[config.mk]
export PLATFORM = sky130hd
export DESIGN_NAME = psy5_video_sync_irq_flat
export DESIGN_NICKNAME = d
export VERILOG_FILES = /design/src/rtl/psy5_video_sync_irq_pkg.sv /design/src/rtl/psy5_video_sync_irq_if.sv /design/src/rtl/psy5_video_sync_irq_irq_ctrl.sv /design/src/rtl/psy5_video_sync_irq.sv /design/src/flat_wrapper.sv
export SDC_FILE = /design/constraint.sdc
export NUM_CORES = 1
export LEC_CHECK = 0
export ABC_CLOCK_PERIOD_IN_PS = 2190
export BUFFER_PORTS_ARGS = -buffer_cell sky130_fd_sc_hd__buf_4
export CAP_MARGIN = 20
export CORE_MARGIN = 5
export CORE_UTILIZATION = 43
export CTS_CLUSTER_SIZE = 12
export DETAILED_ROUTE_END_ITERATION = 8
export PLACE_DENSITY = 0.81
export SETUP_SLACK_MARGIN = 0.05
export SYNTH_ARGS = -nofsm -noshare
export SYNTH_HDL_FRONTEND = slang
export SYNTH_SLANG_ARGS = --single-unit
export TNS_END_PERCENT = 10
[constraint.sdc]
create_clock -name i_EMU_MCLK -period 2.19 [get_ports i_EMU_MCLK]
set_input_delay 0 -clock i_EMU_MCLK [delete_from_list [all_inputs] [get_ports i_EMU_MCLK]]
set_output_delay 0 -clock i_EMU_MCLK [all_outputs]
set_load 0.05 [all_outputs]
[src/rtl/psy5_video_sync_irq_pkg.sv]
// Shared timing constants, IM0 vectors and IRQ state type for the PSY5 video
// sync / interrupt block.
package psy5_video_pkg;

   localparam logic [8:0] HBL_END      = 9'd256;
   localparam logic [8:0] HS_START     = 9'd176;
   localparam logic [8:0] HS_END       = 9'd207;
   localparam logic [8:0] VBL_START    = 9'd496;
   localparam logic [8:0] VBL_END      = 9'd272;
   localparam logic [8:0] VS_START     = 9'd232;
   localparam logic [8:0] VS_END       = 9'd239;
   localparam logic [8:0] IRQ_MID_LINE = 9'd376;
   localparam logic [8:0] IRQ_VBL_LINE = 9'd496;
   localparam logic [8:0] H_LAST       = 9'd511;

   localparam logic [7:0] IVEC_RST08 = 8'hCF;
   localparam logic [7:0] IVEC_RST10 = 8'hD7;
   localparam logic [7:0] IVEC_NONE  = 8'hFF;

   typedef enum logic {
      IRQ_IDLE = 1'b0,
      IRQ_PEND = 1'b1
   } irq_st_t;

   // Inclusive window test; compare-only so the counters never feed an adder.
   function automatic logic in_win(input logic [8:0] v, input logic [8:0] lo,
                                   input logic [8:0] hi);
      return (v >= lo) && (v <= hi);
   endfunction

endpackage

[src/rtl/psy5_video_sync_irq_if.sv]
// Z80 interrupt-acknowledge bus between the main CPU and the video IRQ block.
interface psy5_video_sync_irq_if;
   logic       i_Z80_M1_n;
   logic       i_Z80_IORQ_n;
   logic       o_Z80_INT_n;
   logic [7:0] o_Z80_IVEC;

   modport master (output i_Z80_M1_n, output i_Z80_IORQ_n,
                   input  o_Z80_INT_n, input o_Z80_IVEC);
   modport slave  (input  i_Z80_M1_n, input i_Z80_IORQ_n,
                   output o_Z80_INT_n, output o_Z80_IVEC);
endinterface

[src/rtl/psy5_video_sync_irq_irq_ctrl.sv]
// Two-source Z80 IRQ controller: pending flags, IM0 acknowledge edge detect,
// vblank-over-mid priority and latched vector byte.
module psy5_irq_ctrl
   import psy5_video_pkg::*;
(
   input  logic       i_EMU_MCLK,
   input  logic       i_EMU_INITRST_n,
   input  logic       irq_en,
   input  logic       set_mid,
   input  logic       set_vbl,
   input  logic       z80_m1_n,
   input  logic       z80_iorq_n,
   output logic       z80_int_n,
   output logic [7:0] z80_ivec
);

   irq_st_t    mid_q, mid_d, vbl_q, vbl_d;
   logic       ack_q, ack_lvl, ack_edge;
   logic [7:0] ivec_q, ivec_d;

   assign ack_lvl  = ~z80_m1_n & ~z80_iorq_n;
   assign ack_edge = ack_lvl & ~ack_q;

   always_ff @(posedge i_EMU_MCLK) begin
      if (!i_EMU_INITRST_n) begin
         mid_q  <= IRQ_IDLE;
         vbl_q  <= IRQ_IDLE;
         ack_q  <= 1'b0;
         ivec_q <= IVEC_NONE;
      end else begin
         mid_q  <= mid_d;
         vbl_q  <= vbl_d;
         ack_q  <= ack_lvl;
         ivec_q <= ivec_d;
      end
   end

   // Acknowledge clears the served flag first, then a same-cycle set re-arms it,
   // so a request arriving during service is never dropped.
   always_comb begin
      mid_d  = mid_q;
      vbl_d  = vbl_q;
      ivec_d = ivec_q;
      if (ack_edge) begin
         if (vbl_q == IRQ_PEND) begin
            ivec_d = IVEC_RST10;
            vbl_d  = IRQ_IDLE;
         end else if (mid_q == IRQ_PEND) begin
            ivec_d = IVEC_RST08;
            mid_d  = IRQ_IDLE;
         end else begin
            ivec_d = IVEC_NONE;
         end
      end
      if (set_mid) mid_d = IRQ_PEND;
      if (set_vbl) vbl_d = IRQ_PEND;
      if (!irq_en) begin
         mid_d = IRQ_IDLE;
         vbl_d = IRQ_IDLE;
      end
   end

   always_comb begin
      z80_int_n = ~((mid_q == IRQ_PEND) | (vbl_q == IRQ_PEND));
      z80_ivec  = ivec_q;
   end

endmodule

[src/rtl/psy5_video_sync_irq.sv]
// Registered blank/sync/visible/frame-start decode of the VTG counters plus
// the Z80 mid-frame and vblank interrupt sources.
module psy5_video_sync_irq
   import psy5_video_pkg::*;
#(
   parameter logic [8:0] P_HBL_END      = HBL_END,
   parameter logic [8:0] P_HS_START     = HS_START,
   parameter logic [8:0] P_HS_END       = HS_END,
   parameter logic [8:0] P_VBL_START    = VBL_START,
   parameter logic [8:0] P_VBL_END      = VBL_END,
   parameter logic [8:0] P_VS_START     = VS_START,
   parameter logic [8:0] P_VS_END       = VS_END,
   parameter logic [8:0] P_IRQ_MID_LINE = IRQ_MID_LINE,
   parameter logic [8:0] P_IRQ_VBL_LINE = IRQ_VBL_LINE
)(
   input  logic                  i_EMU_MCLK,
   input  logic                  i_EMU_INITRST_n,
   input  logic                  i_EMU_CLK6MPCEN_n,
   input  logic [8:0]            i_ABS_H_CNTR,
   input  logic [8:0]            i_ABS_V_CNTR,
   input  logic                  i_IRQ_EN,
   psy5_video_sync_irq_if.slave  z80,
   output logic                  o_HBLANK_n,
   output logic                  o_VBLANK_n,
   output logic                  o_HSYNC_n,
   output logic                  o_VSYNC_n,
   output logic                  o_VIDEO_EN,
   output logic                  o_FRAME_START
);

   logic ce, hbl, vbl, hs, vs, fs, line_end, set_mid, set_vbl;

   assign ce  = ~i_EMU_CLK6MPCEN_n;
   assign hbl = i_ABS_H_CNTR < P_HBL_END;
   // Vertical blank wraps through the counter top, hence the OR of two compares.
   assign vbl = (i_ABS_V_CNTR >= P_VBL_START) | (i_ABS_V_CNTR < P_VBL_END);
   assign hs  = in_win(i_ABS_H_CNTR, P_HS_START, P_HS_END);
   assign vs  = in_win(i_ABS_V_CNTR, P_VS_START, P_VS_END);
   assign fs  = (i_ABS_V_CNTR == P_VBL_END) & (i_ABS_H_CNTR == P_HBL_END);

   assign line_end = ce & (i_ABS_H_CNTR == H_LAST);
   assign set_mid  = line_end & (i_ABS_V_CNTR == P_IRQ_MID_LINE);
   assign set_vbl  = line_end & (i_ABS_V_CNTR == P_IRQ_VBL_LINE);

   always_ff @(posedge i_EMU_MCLK) begin
      if (!i_EMU_INITRST_n) begin
         o_HBLANK_n    <= 1'b0;
         o_VBLANK_n    <= 1'b0;
         o_HSYNC_n     <= 1'b1;
         o_VSYNC_n     <= 1'b1;
         o_VIDEO_EN    <= 1'b0;
         o_FRAME_START <= 1'b0;
      end else if (ce) begin
         o_HBLANK_n    <= ~hbl;
         o_VBLANK_n    <= ~vbl;
         o_HSYNC_n     <= ~hs;
         o_VSYNC_n     <= ~vs;
         o_VIDEO_EN    <= ~hbl & ~vbl;
         o_FRAME_START <= fs;
      end
   end

   psy5_irq_ctrl u_irq (
      .i_EMU_MCLK      (i_EMU_MCLK),
      .i_EMU_INITRST_n (i_EMU_INITRST_n),
      .irq_en          (i_IRQ_EN),
      .set_mid         (set_mid),
      .set_vbl         (set_vbl),
      .z80_m1_n        (z80.i_Z80_M1_n),
      .z80_iorq_n      (z80.i_Z80_IORQ_n),
      .z80_int_n       (z80.o_Z80_INT_n),
      .z80_ivec        (z80.o_Z80_IVEC)
   );

endmodule
[src/flat_wrapper.sv]
// flat-port wrapper written by rule: the top's interface ports become plain ports
module psy5_video_sync_irq_flat import psy5_video_pkg::*;
#(
   parameter logic [8:0] P_HBL_END      = HBL_END,
   parameter logic [8:0] P_HS_START     = HS_START,
   parameter logic [8:0] P_HS_END       = HS_END,
   parameter logic [8:0] P_VBL_START    = VBL_START,
   parameter logic [8:0] P_VBL_END      = VBL_END,
   parameter logic [8:0] P_VS_START     = VS_START,
   parameter logic [8:0] P_VS_END       = VS_END,
   parameter logic [8:0] P_IRQ_MID_LINE = IRQ_MID_LINE,
   parameter logic [8:0] P_IRQ_VBL_LINE = IRQ_VBL_LINE
)
  (i_EMU_MCLK, i_EMU_INITRST_n, i_EMU_CLK6MPCEN_n, i_ABS_H_CNTR, i_ABS_V_CNTR, i_IRQ_EN, o_HBLANK_n, o_VBLANK_n, o_HSYNC_n, o_VSYNC_n, o_VIDEO_EN, o_FRAME_START, z80_i_Z80_M1_n, z80_i_Z80_IORQ_n, z80_o_Z80_INT_n, z80_o_Z80_IVEC);
  psy5_video_sync_irq_if z80_i ();
  input  logic i_EMU_MCLK;
  input  logic i_EMU_INITRST_n;
  input  logic i_EMU_CLK6MPCEN_n;
  input  logic [8:0] i_ABS_H_CNTR;
  input  logic [8:0] i_ABS_V_CNTR;
  input  logic i_IRQ_EN;
  output logic o_HBLANK_n;
  output logic o_VBLANK_n;
  output logic o_HSYNC_n;
  output logic o_VSYNC_n;
  output logic o_VIDEO_EN;
  output logic o_FRAME_START;
  input wire logic [$bits(z80_i.i_Z80_M1_n)-1:0] z80_i_Z80_M1_n;
  input wire logic [$bits(z80_i.i_Z80_IORQ_n)-1:0] z80_i_Z80_IORQ_n;
  output wire logic [$bits(z80_i.o_Z80_INT_n)-1:0] z80_o_Z80_INT_n;
  output wire logic [$bits(z80_i.o_Z80_IVEC)-1:0] z80_o_Z80_IVEC;
  assign z80_i.i_Z80_M1_n = z80_i_Z80_M1_n;
  assign z80_i.i_Z80_IORQ_n = z80_i_Z80_IORQ_n;
  assign z80_o_Z80_INT_n = z80_i.o_Z80_INT_n;
  assign z80_o_Z80_IVEC = z80_i.o_Z80_IVEC;
  psy5_video_sync_irq #(.P_HBL_END(P_HBL_END), .P_HS_START(P_HS_START), .P_HS_END(P_HS_END), .P_VBL_START(P_VBL_START), .P_VBL_END(P_VBL_END), .P_VS_START(P_VS_START), .P_VS_END(P_VS_END), .P_IRQ_MID_LINE(P_IRQ_MID_LINE), .P_IRQ_VBL_LINE(P_IRQ_VBL_LINE)) u_core (.i_EMU_MCLK(i_EMU_MCLK), .i_EMU_INITRST_n(i_EMU_INITRST_n), .i_EMU_CLK6MPCEN_n(i_EMU_CLK6MPCEN_n), .i_ABS_H_CNTR(i_ABS_H_CNTR), .i_ABS_V_CNTR(i_ABS_V_CNTR), .i_IRQ_EN(i_IRQ_EN), .z80(z80_i), .o_HBLANK_n(o_HBLANK_n), .o_VBLANK_n(o_VBLANK_n), .o_HSYNC_n(o_HSYNC_n), .o_VSYNC_n(o_VSYNC_n), .o_VIDEO_EN(o_VIDEO_EN), .o_FRAME_START(o_FRAME_START));
endmodule
==> impl_metrics.env, run 1 <==
export IMPL_outcome="completed"
export IMPL_cts_buffers=3
export IMPL_row_count=13
export IMPL_drc=0
export IMPL_start_util_pct=46.2
export IMPL_port_buffers=33
export IMPL_setup_viol=0
export IMPL_worstSetupPathType="input port to flop"
export IMPL_drt_iter0_markers=16
export IMPL_wl_met1_um=595
export IMPL_ys_seq_area_share_pct=39.0
export IMPL_antenna_found_initial=0
export IMPL_end_kind="flop"
export IMPL_crit_chain="dlygate4sd3_1 > buf_4 > or3_1 > nor3b_1 > o21ai_0"
export IMPL_rsz0062_at_grt="no"
export IMPL_cts_resized=0
export IMPL_postCtsHoldBufs=4
export IMPL_hold_depth=3
export IMPL_place_ws_ps=1010
export IMPL_ir_worst_vdd_mv=0.294
export IMPL_powerDensity_nw_per_um2=576
export IMPL_routedWlPerCell_um=13.2
export IMPL_fillers=127
export IMPL_dr_pass1_iters=4
export IMPL_grt_overflow=0
export IMPL_synth_top_area_cell="dfxtp_1"
export IMPL_max_stage_delay_ps=530
export IMPL_grt_max_degree=15
export IMPL_synth_top_cell_area_share_pct=39.0
export IMPL_final_core_util_pct=69.2
export IMPL_setup_slack_ps=881
export IMPL_dieArea_um2=2290
export IMPL_routed_wl_mm=1.64
export IMPL_synthesis_area_um2=616
export IMPL_top_layer="met4"
export IMPL_min_to="u_core.o_VSYNC_n$_SDFFE_PN1N_"
export IMPL_clock_skew_ps=0.513
export IMPL_crit_required_ps=2350
export IMPL_fmax_mhz=764
export IMPL_setup_tns_ps=0
export IMPL_fin_nets=134
export IMPL_total_leakage_power_nw=0.394
export IMPL_cts_tree="yes"
export IMPL_ctsLongestPathBuffers=2
export IMPL_clockRootBuffer="clkbuf_4"
export IMPL_synth_area_leaders="dfxtp_1 (39%), buf_4 (6.1%), nand4_1 (6.1%)"
export IMPL_final_layout_size_suffix_gt1_share_pct=34.9
export IMPL_synth_avg_cell_area_um2=8.55
export IMPL_path_clk_slew_ps=80
export IMPL_arrival_ps=1470
export IMPL_dp_cells=116
export IMPL_dieWidth_um=47.8
export IMPL_area_growth_synth_to_final_pct=50.0
export IMPL_synthCells=72
export IMPL_final_cell_mix="buf_4 (33), dfxtp_1 (12), nor2_1 (6), nand4_1 (6), o21ai_0 (6)"
export IMPL_fin_area_um2=923
export IMPL_via_per_inst=5.43
export IMPL_cap_violations=0
export IMPL_clk_latency_ps=270
export IMPL_grt_pass1_wl_mm=2.64
export IMPL_n_antenna_cell=0
export IMPL_slew_viol_final=0
export IMPL_min_from="i_ABS_V_CNTR[8]"
export IMPL_p_total_mw=0.532
export IMPL_final_min_clock_period_ps=1310
export IMPL_r2r_end="u_core.u_irq.z80_ivec[4]$_SDFFE_PN1P_"
export IMPL_grt_pass1_vias=635
export IMPL_post_route_period_util_pct=59.8
export IMPL_vias=673
export IMPL_clock_sinks=12
export IMPL_dpl_hpwl_mm=1.35
export IMPL_crit_fanout=8
export IMPL_reg2reg_depth=3
export IMPL_ys_warn_count=0
export IMPL_worstReg2RegStart="u_core.u_irq.ack_q$_SDFF_PN0_"
export IMPL_synth_cell_types=29
export IMPL_final_common_cell="buf_4"
export IMPL_cts_setup_buffers=0
export IMPL_wl_met3_um=197
export IMPL_ios=39
export IMPL_place_congestion=0.737
export IMPL_ys_seq_elements=12
export IMPL_worst_setup_path_start_kind="input port"
export IMPL_fin_cells=124
export IMPL_track_usage_pct=16.5
export IMPL_wl_met2_um=805
export IMPL_holdWs_ps=12.7
export IMPL_place_area_um2=847
export IMPL_dieHeight_um=47.8
export IMPL_worst_path_max_delay_cell="dlygate4sd3_1"
export IMPL_ant_nets=0
export IMPL_hold_class="input port to flop"
export IMPL_finalHoldViolations=0
export IMPL_htreeDepth=1
export IMPL_core_area_um2=1330
export IMPL_ff2ff_setup_slack_ps=1010
## kinds of logic (layout without fill, tap and decap cells)
family | Yosys count | in the layout | synth area share, %
DFF | 12 | 12 | 39.0
other | 1 | 5 | 0.609
muxes | 2 | 2 | 3.25
AOI/OAI and AO/OA | 12 | 12 | 13.2
buffers and inverters | 10 | 43 | 9.35
and+or+nand+nor | 35 | 35 | 34.6
## metal layers
metal | vias up | GRT usage, %
li1 | 337 | -
met1 | 290 | 17.4
met2 | 39 | 28.8
met3 | 7 | 6.39
met4 | 0 | 7.53
met5 | - | 0
## where the power goes
group	total (mW)	switching [mW]	internal (mW)
registers	0.227	0.00278	0.225
clock network	0.180	0.0786	0.101
logic	0.125	0.0746	0.0505
## registers in the layout, indices dropped and copies added (netlist names)
name and cells:
u_core.u_irq.ack_q 1, u_core.u_irq.vbl_q 1, u_core.u_irq.z80_ivec 3, u_core.u_irq.mid_q 1, u_core.o_VIDEO_EN 1, u_core.o_VSYNC_n 1, u_core.o_HSYNC_n 1, u_core.o_VBLANK_n 1
u_core.o_HBLANK_n 1, u_core.o_FRAME_START 1
## cells in the mapped netlist
cell and number:
buf_4 5, conb_1 1, o21ai_0 6, and4b_1 1, nand3_1 3, nor4b_1 1, inv_1 2, nor4_1 2
or3_1 2, nand4b_1 2, o21ai_1 1, mux2i_1 2, buf_2 1, o2111ai_1 1, a2111oi_2 1, or3b_1 1
clkbuf_1 2, o311ai_1 1, dfxtp_1 12, nand2_1 2, a31oi_1 1, nor3b_1 3, o211ai_1 1, nor2b_1 2
nor2_1 6, nor3_1 2, nand4_1 6, or4_1 1, nand3b_1 1
## worst max path at each step
stage | from | to | slack, ps | depth (start not counted)
2_1_floorplan | u_core.u_irq.ack_q$_SDFF_PN0_ | u_core.u_irq.z80_ivec[4]$_SDFFE_PN1P_ | 1080 | 4
3_3_place_gp | u_core.u_irq.ack_q$_SDFF_PN0_ | u_core.u_irq.z80_ivec[4]$_SDFFE_PN1P_ | 1100 | 3
3_5_place_dp | u_core.u_irq.ack_q$_SDFF_PN0_ | u_core.u_irq.z80_ivec[4]$_SDFFE_PN1P_ | 1010 | 3
4_1_cts | z80_i_Z80_M1_n | u_core.u_irq.z80_ivec[4]$_SDFFE_PN1P_ | 860 | 5
5_1_grt | z80_i_Z80_M1_n | u_core.u_irq.z80_ivec[4]$_SDFFE_PN1P_ | 760 | 5
6_report | z80_i_Z80_M1_n | u_core.u_irq.z80_ivec[4]$_SDFFE_PN1P_ | 880 | 5
## final cells by class
| cell class | count | area [um2] | area share (%) |
|---|---|---|---|
| multi-input combinational | 54 | 333 | 36.0 |
| timing repair buffer | 37 | 288 | 31.2 |
| sequential | 12 | 240 | 26.0 |
| clock buffer | 4 | 36.3 | 3.93 |
| tap | 15 | 18.8 | 2.03 |
| inverter | 2 | 7.51 | 0.813 |
## critical path, delay by kind of cell
family | cells | cell delay, ps
AO/OA/AOI/OAI | 1 | 110
buffers and inverters | 2 | 660
AND/OR/NAND/NOR | 2 | 690
Note: power is estimated with default switching activity, not from simulation.
==> inputs of run 2 (changes only) <==
ABC_AREA = 1   (was default)
ABC_CLOCK_PERIOD_IN_PS = 1350   (was 2190)
CORE_UTILIZATION = 41   (was 43)
PLACE_DENSITY = 0.76   (was 0.81)
clock period = 1.35 ns   (was 2.19 ns; I/O delays follow)
==> impl_metrics.env, run 2 <==
export IMPL_post_route_period_util_pct=86.7
export IMPL_area_growth_synth_to_final_pct=51.2
export IMPL_vias=755
export IMPL_ys_flop_type="dfxtp_1"
export IMPL_ys_seq_area_share_pct=37.1
export IMPL_arrival_ps=1400
export IMPL_rsz0062_at_grt="no"
export IMPL_fmax_mhz=854
export IMPL_ctsLongestPathBuffers=2
export IMPL_final_layout_size_suffix_gt1_share_pct=30.7
export IMPL_grt_overflow=0
export IMPL_n_antenna_cell=0
export IMPL_slew_viol_final=0
export IMPL_end_kind="flop"
export IMPL_core_area_um2=1510
export IMPL_dieArea_um2=2480
export IMPL_synth_top_cell_area_share_pct=37.1
export IMPL_antenna_found_initial=0
export IMPL_powerDensity_nw_per_um2=919
export IMPL_dpl_hpwl_mm=1.38
export IMPL_ys_warn_count=0
export IMPL_ys_top_cells_by_count="nand2_1 (23), nor2_1 (14), dfxtp_1 (12)"
export IMPL_synth_area_leaders="dfxtp_1 (37%), nand2_1 (13%), nor2_1 (8.1%)"
export IMPL_dieHeight_um=49.8
export IMPL_cap_violations=0
export IMPL_cts_tree="yes"
export IMPL_synthesis_area_um2=648
export IMPL_synthArstFlopShare_pct=0
export IMPL_track_usage_pct=15.0
export IMPL_finalHoldViolations=0
export IMPL_place_congestion=0.818
export IMPL_final_common_cell="buf_4"
export IMPL_post_synth_top_count_cell="nand2_1"
export IMPL_cts_buffers=3
export IMPL_worstSetupPathType="input port to flop"
export IMPL_final_cell_mix="buf_4 (33), nand2_1 (23), nor2_1 (14)"
export IMPL_clock_sinks=12
export IMPL_grt_pass1_wl_mm=2.97
export IMPL_synth_top_area_cell="dfxtp_1"
export IMPL_setup_tns_ps=0
export IMPL_dr_pass1_iters=4
export IMPL_synth_avg_cell_area_um2=6.55
export IMPL_ios=39
export IMPL_dieWidth_um=49.8
export IMPL_crit_required_ps=1580
export IMPL_setup_viol=0
export IMPL_outcome="completed"
export IMPL_htreeDepth=1
export IMPL_final_min_clock_period_ps=1170
export IMPL_routedWlPerCell_um=11.3
export IMPL_cts_setup_buffers=0
export IMPL_drt_iter0_markers=20
export IMPL_grt_max_degree=8
export IMPL_synth_edf_count=0
export IMPL_largest_reg_flops=3
export IMPL_clock_skew_ps=0.815
export IMPL_path_clk_slew_ps=80
export IMPL_ant_nets=0
export IMPL_hold_class="input port to flop"
export IMPL_synth_cell_types=17
export IMPL_synthCells=99
export IMPL_ir_worst_vdd_mv=0.347
export IMPL_fin_cells=156
export IMPL_clockRootBuffer="clkbuf_4"
export IMPL_p_total_mw=0.900
export IMPL_start_util_pct=43.0
export IMPL_port_buffers=33
export IMPL_drc=0
export IMPL_dp_cells=147
export IMPL_worst_setup_path_start_kind="input port"
export IMPL_total_leakage_power_nw=0.469
export IMPL_row_count=14
export IMPL_clk_latency_ps=280
export IMPL_fin_nets=165
export IMPL_via_per_inst=4.84
export IMPL_grt_pass1_vias=730
export IMPL_routed_wl_mm=1.77
export IMPL_ys_seq_elements=12
export IMPL_crit_fanout=2
[run 2: logic make-up (layout without fill, tap and decap cells)]
kind of cell | count (synthesis) | count (layout) | synth area share, %
flops | 12 | 12 | 37.1
compound gates | 13 | 13 | 10.6
other cells | 1 | 5 | 0.579
simple gates | 57 | 57 | 39.6
buf+inv | 16 | 53 | 12.2
[run 2: worst max-delay path, cell delays in order]
cell and delay [ps]:
dlygate4sd3_1 540, buf_4 140, nor3_1 160, dlygate4sd3_1 560
[run 2: through the flow]
| stage | hold slack [ps] | util, % | setup WS [ps] | area, um2 |
|---|---|---|---|---|
| 3_5_place_dp | 191 | 59.3 | 456 | 893 |
| 4_1_cts | 3.44 | 65.0 | 160 | 980 |
| 3_3_place_gp | 185 | 59.3 | 477 | 893 |
| 6_report | 3.62 | 65.0 | 180 | 980 |
| 2_1_floorplan | 69.1 | - | 89.0 | 663 |
| 5_1_grt | 18.8 | 65.0 | 145 | 980 |
[run 2: power by group]
part	total, mW	leakage [nW]	internal [mW]	switching [mW]
sequential	0.374	0.0983	0.367	0.00727
clock	0.295	0.0210	0.164	0.131
combinational	0.231	0.350	0.0896	0.141
total	0.900	0.469	0.621	0.279
[run 2: worst paths after layout]
kind                            cells past startpoint  slack (ps)                               from                                    end
worst min-delay path                                3           4                    i_EMU_INITRST_n         u_core.o_VBLANK_n$_SDFFE_PN0N_
worst min register to register                      2         480  u_core.o_FRAME_START$_SDFFE_PN0N_      u_core.o_FRAME_START$_SDFFE_PN0N_
worst max-delay path                                4         180                     z80_i_Z80_M1_n          u_core.u_irq.ack_q$_SDFF_PN0_
worst max register to register                      4         390      u_core.u_irq.ack_q$_SDFF_PN0_  u_core.u_irq.z80_ivec[5]$_SDFFE_PN1P_
[run 2: timing repair]
action	in CTS	in global routing
gates resized for setup	0	0
endpoints found under the hold margin	7	0
hold buffers	5	0
[run 2: layout make-up]
type,count,area (um2)
fillers,146,527
multi-input cells,75,344
repair buffers,38,298
inverters,11,41.3
clock buffers,4,36.3
flip-flops and latches,12,240
well taps,16,20.0
[run 2: per-layer routing]
metal  vias up  track usage, %  share of wire [%]
met5         -               0                  0
met1       323            16.3                 37
li1        392               -                  -
met3         2            3.61                9.2
met2        38            26.9                 53
met4         0            6.55               0.96
==> inputs of run 3 (changes only) <==
CORE_UTILIZATION = 42   (was 41)
PLACE_DENSITY = 0.77   (was 0.76)
SYNTH_HIERARCHICAL = 1   (was default)
==> impl_metrics.env, run 3 <==
export IMPL_fmax_mhz=820
export IMPL_grt_max_degree=8
export IMPL_dieWidth_um=50.4
export IMPL_fin_nets=172
export IMPL_holdWs_ps=59.6
export IMPL_hold_depth=4
export IMPL_synth_avg_cell_area_um2=6.47
export IMPL_cts_tree="yes"
export IMPL_place_congestion=0.798
export IMPL_total_leakage_power_nw=0.494
export IMPL_synthArstFlopShare_pct=0
export IMPL_clock_sinks=12
export IMPL_grt_pass1_vias=766
export IMPL_slew_viol_final=0
export IMPL_dieHeight_um=50.4
export IMPL_htreeDepth=1
export IMPL_clockRootBuffer="clkbuf_4"
export IMPL_dpl_hpwl_mm=1.46
export IMPL_worst_path_most_repeated_cell="dlygate4sd3_1"
export IMPL_ant_nets=0
export IMPL_crit_chain="dlygate4sd3_1 > buf_4 > inv_1 > nor3_1 > dlygate4sd3_1"
export IMPL_worstReg2RegStart="u_core/u_irq/vbl_q$_SDFFE_PN0P_"
export IMPL_worstSetupPathType="input port to flop"
export IMPL_track_usage_pct=15.4
export IMPL_synth_cell_types=22
export IMPL_fin_cells=163
export IMPL_synth_area_leaders="dfxtp_1 (35%), nand2_1 (9.3%), inv_1 (8.8%)"
export IMPL_crit_required_ps=1570
export IMPL_seq_area_um2=240
export IMPL_ir_worst_vdd_mv=0.417
export IMPL_setup_viol=0
export IMPL_area_growth_synth_to_final_pct=48.4
export IMPL_worst_setup_path_start_kind="input port"
export IMPL_drt_iter0_markers=12
export IMPL_crit_fanout=7
export IMPL_arrival_ps=1440
export IMPL_core_area_um2=1520
export IMPL_clock_skew_ps=0.110
export IMPL_final_common_cell="buf_4"
export IMPL_port_buffers=33
export IMPL_dp_cells=154
export IMPL_n_antenna_cell=0
export IMPL_r2r_end="u_core/u_irq/mid_q$_SDFFE_PN0P_"
export IMPL_reg2reg_depth=4
export IMPL_postCtsHoldBufs=5
export IMPL_outcome="completed"
export IMPL_via_per_inst=4.85
export IMPL_finalHoldViolations=0
export IMPL_ys_warn_count=6
export IMPL_synthCells=106
export IMPL_end_kind="flop"
export IMPL_dr_pass1_iters=4
export IMPL_vias=790
export IMPL_min_to="u_core/o_HSYNC_n$_SDFFE_PN1N_"
export IMPL_path_clk_slew_ps=80
export IMPL_max_stage_delay_ps=560
export IMPL_ys_seq_elements=12
export IMPL_final_cell_mix="buf_4 (33), nand2_1 (17), inv_1 (16), nor2_1 (16), dfxtp_1 (12)"
export IMPL_cts_resized=0
export IMPL_post_synth_top_count_cell="nand2_1"
export IMPL_synth_edf_count=0
export IMPL_largest_reg_flops=3
export IMPL_min_from="i_ABS_H_CNTR[7]"
export IMPL_drc=0
export IMPL_ys_seq_area_share_pct=35.0
export IMPL_fillers=144
export IMPL_cap_violations=0
export IMPL_start_util_pct=45.0
export IMPL_clk_latency_ps=270
export IMPL_post_route_period_util_pct=90.4
export IMPL_cts_setup_buffers=0
export IMPL_final_min_clock_period_ps=1220
export IMPL_powerDensity_nw_per_um2=884
export IMPL_synthesis_area_um2=686
export IMPL_multi_input_area_um2=363
export IMPL_ios=39
export IMPL_routed_wl_mm=1.83
export IMPL_ys_top_cells_by_count="nand2_1 (17), inv_1 (16), nor2_1 (16)"
export IMPL_setup_tns_ps=0
export IMPL_grt_pass1_wl_mm=3.11
export IMPL_cts_buffers=3
export IMPL_worst_path_max_delay_cell="dlygate4sd3_1"
export IMPL_ff2ff_setup_slack_ps=510
export IMPL_routedWlPerCell_um=11.2
export IMPL_ys_flop_type="dfxtp_1"
export IMPL_row_count=14
export IMPL_rsz0062_at_grt="no"
export IMPL_synth_top_area_cell="dfxtp_1"
export IMPL_dieArea_um2=2540
export IMPL_final_layout_size_suffix_gt1_share_pct=27.9
export IMPL_hold_class="input port to flop"
export IMPL_ctsLongestPathBuffers=2
export IMPL_antenna_found_initial=0
export IMPL_grt_overflow=0
export IMPL_synth_top_cell_area_share_pct=35.0
-- run 3: changes by cell type after synthesis, moves of 2 or more --
cell	before	now
nor2_1	14	16
nand2_1	23	17
nand3_1	10	8
inv_1	11	16
nand4_1	2	4
-- run 3: worst max-delay path by stage --
| stage | from | end | slack (ps) | cells after the start |
|---|---|---|---|---|
| 3_3_place_gp | u_core/u_irq/vbl_q$_SDFFE_PN0P_ | u_core/u_irq/mid_q$_SDFFE_PN0P_ | 560 | 4 |
| 3_5_place_dp | i_ABS_V_CNTR[0] | u_core/u_irq/mid_q$_SDFFE_PN0P_ | 540 | 7 |
| 5_1_grt | i_EMU_INITRST_n | u_core/u_irq/ack_q$_SDFF_PN0_ | 80 | 5 |
| 2_1_floorplan | u_core/o_VIDEO_EN$_SDFFE_PN0N_ | u_core/o_VIDEO_EN$_SDFFE_PN0N_ | 260 | 3 |
| 4_1_cts | i_EMU_INITRST_n | u_core/u_irq/ack_q$_SDFF_PN0_ | 150 | 5 |
| 6_report | i_EMU_INITRST_n | u_core/u_irq/ack_q$_SDFF_PN0_ | 130 | 5 |
-- run 3: cells by family after synthesis --
family,Yosys count,share of synthesized area (%)
other cells,1,0.547
compound gates,17,13.9
simple gates,55,36.3
buf+inv,21,14.2
flops,12,35.0
-- run 3: through the flow --
stage	setup WS, ps	utilization [%]	power, mW	cell area, um2
floorplan	259	-	0.523	701
global placement	564	61.1	0.608	931
detailed placement	538	61.1	0.611	931
CTS	154	66.7	0.903	1020
global route	79.1	66.7	0.954	1020
finish	130	66.7	0.900	1020
-- run 3: final cells by class --
cell class	count	area share (%)
clock buffers	4	3.57
inverters	16	5.90
multi-input cells	77	35.7
flip-flops and latches	12	23.6
well taps	16	1.97
repair buffers	38	29.3
-- run 3: critical path, delay by kind of cell --
family | cells | cell delay [ps]
buffers and inverters | 4 | 1290
and+or+nand+nor | 1 | 150
-- run 3: where the power goes --
part           internal, mW  switching (mW)
logic                0.0924           0.148
registers             0.367         0.00714
clock network         0.164           0.121
-- run 3: metal layers --
metal	global-route usage [%]	vias to the layer above	part of all wire (%)
li1	-	417	-
met1	18.8	348	43
met2	24.7	21	49
met3	4.73	4	5.8
met4	7.23	0	1.6
met5	0	-	0
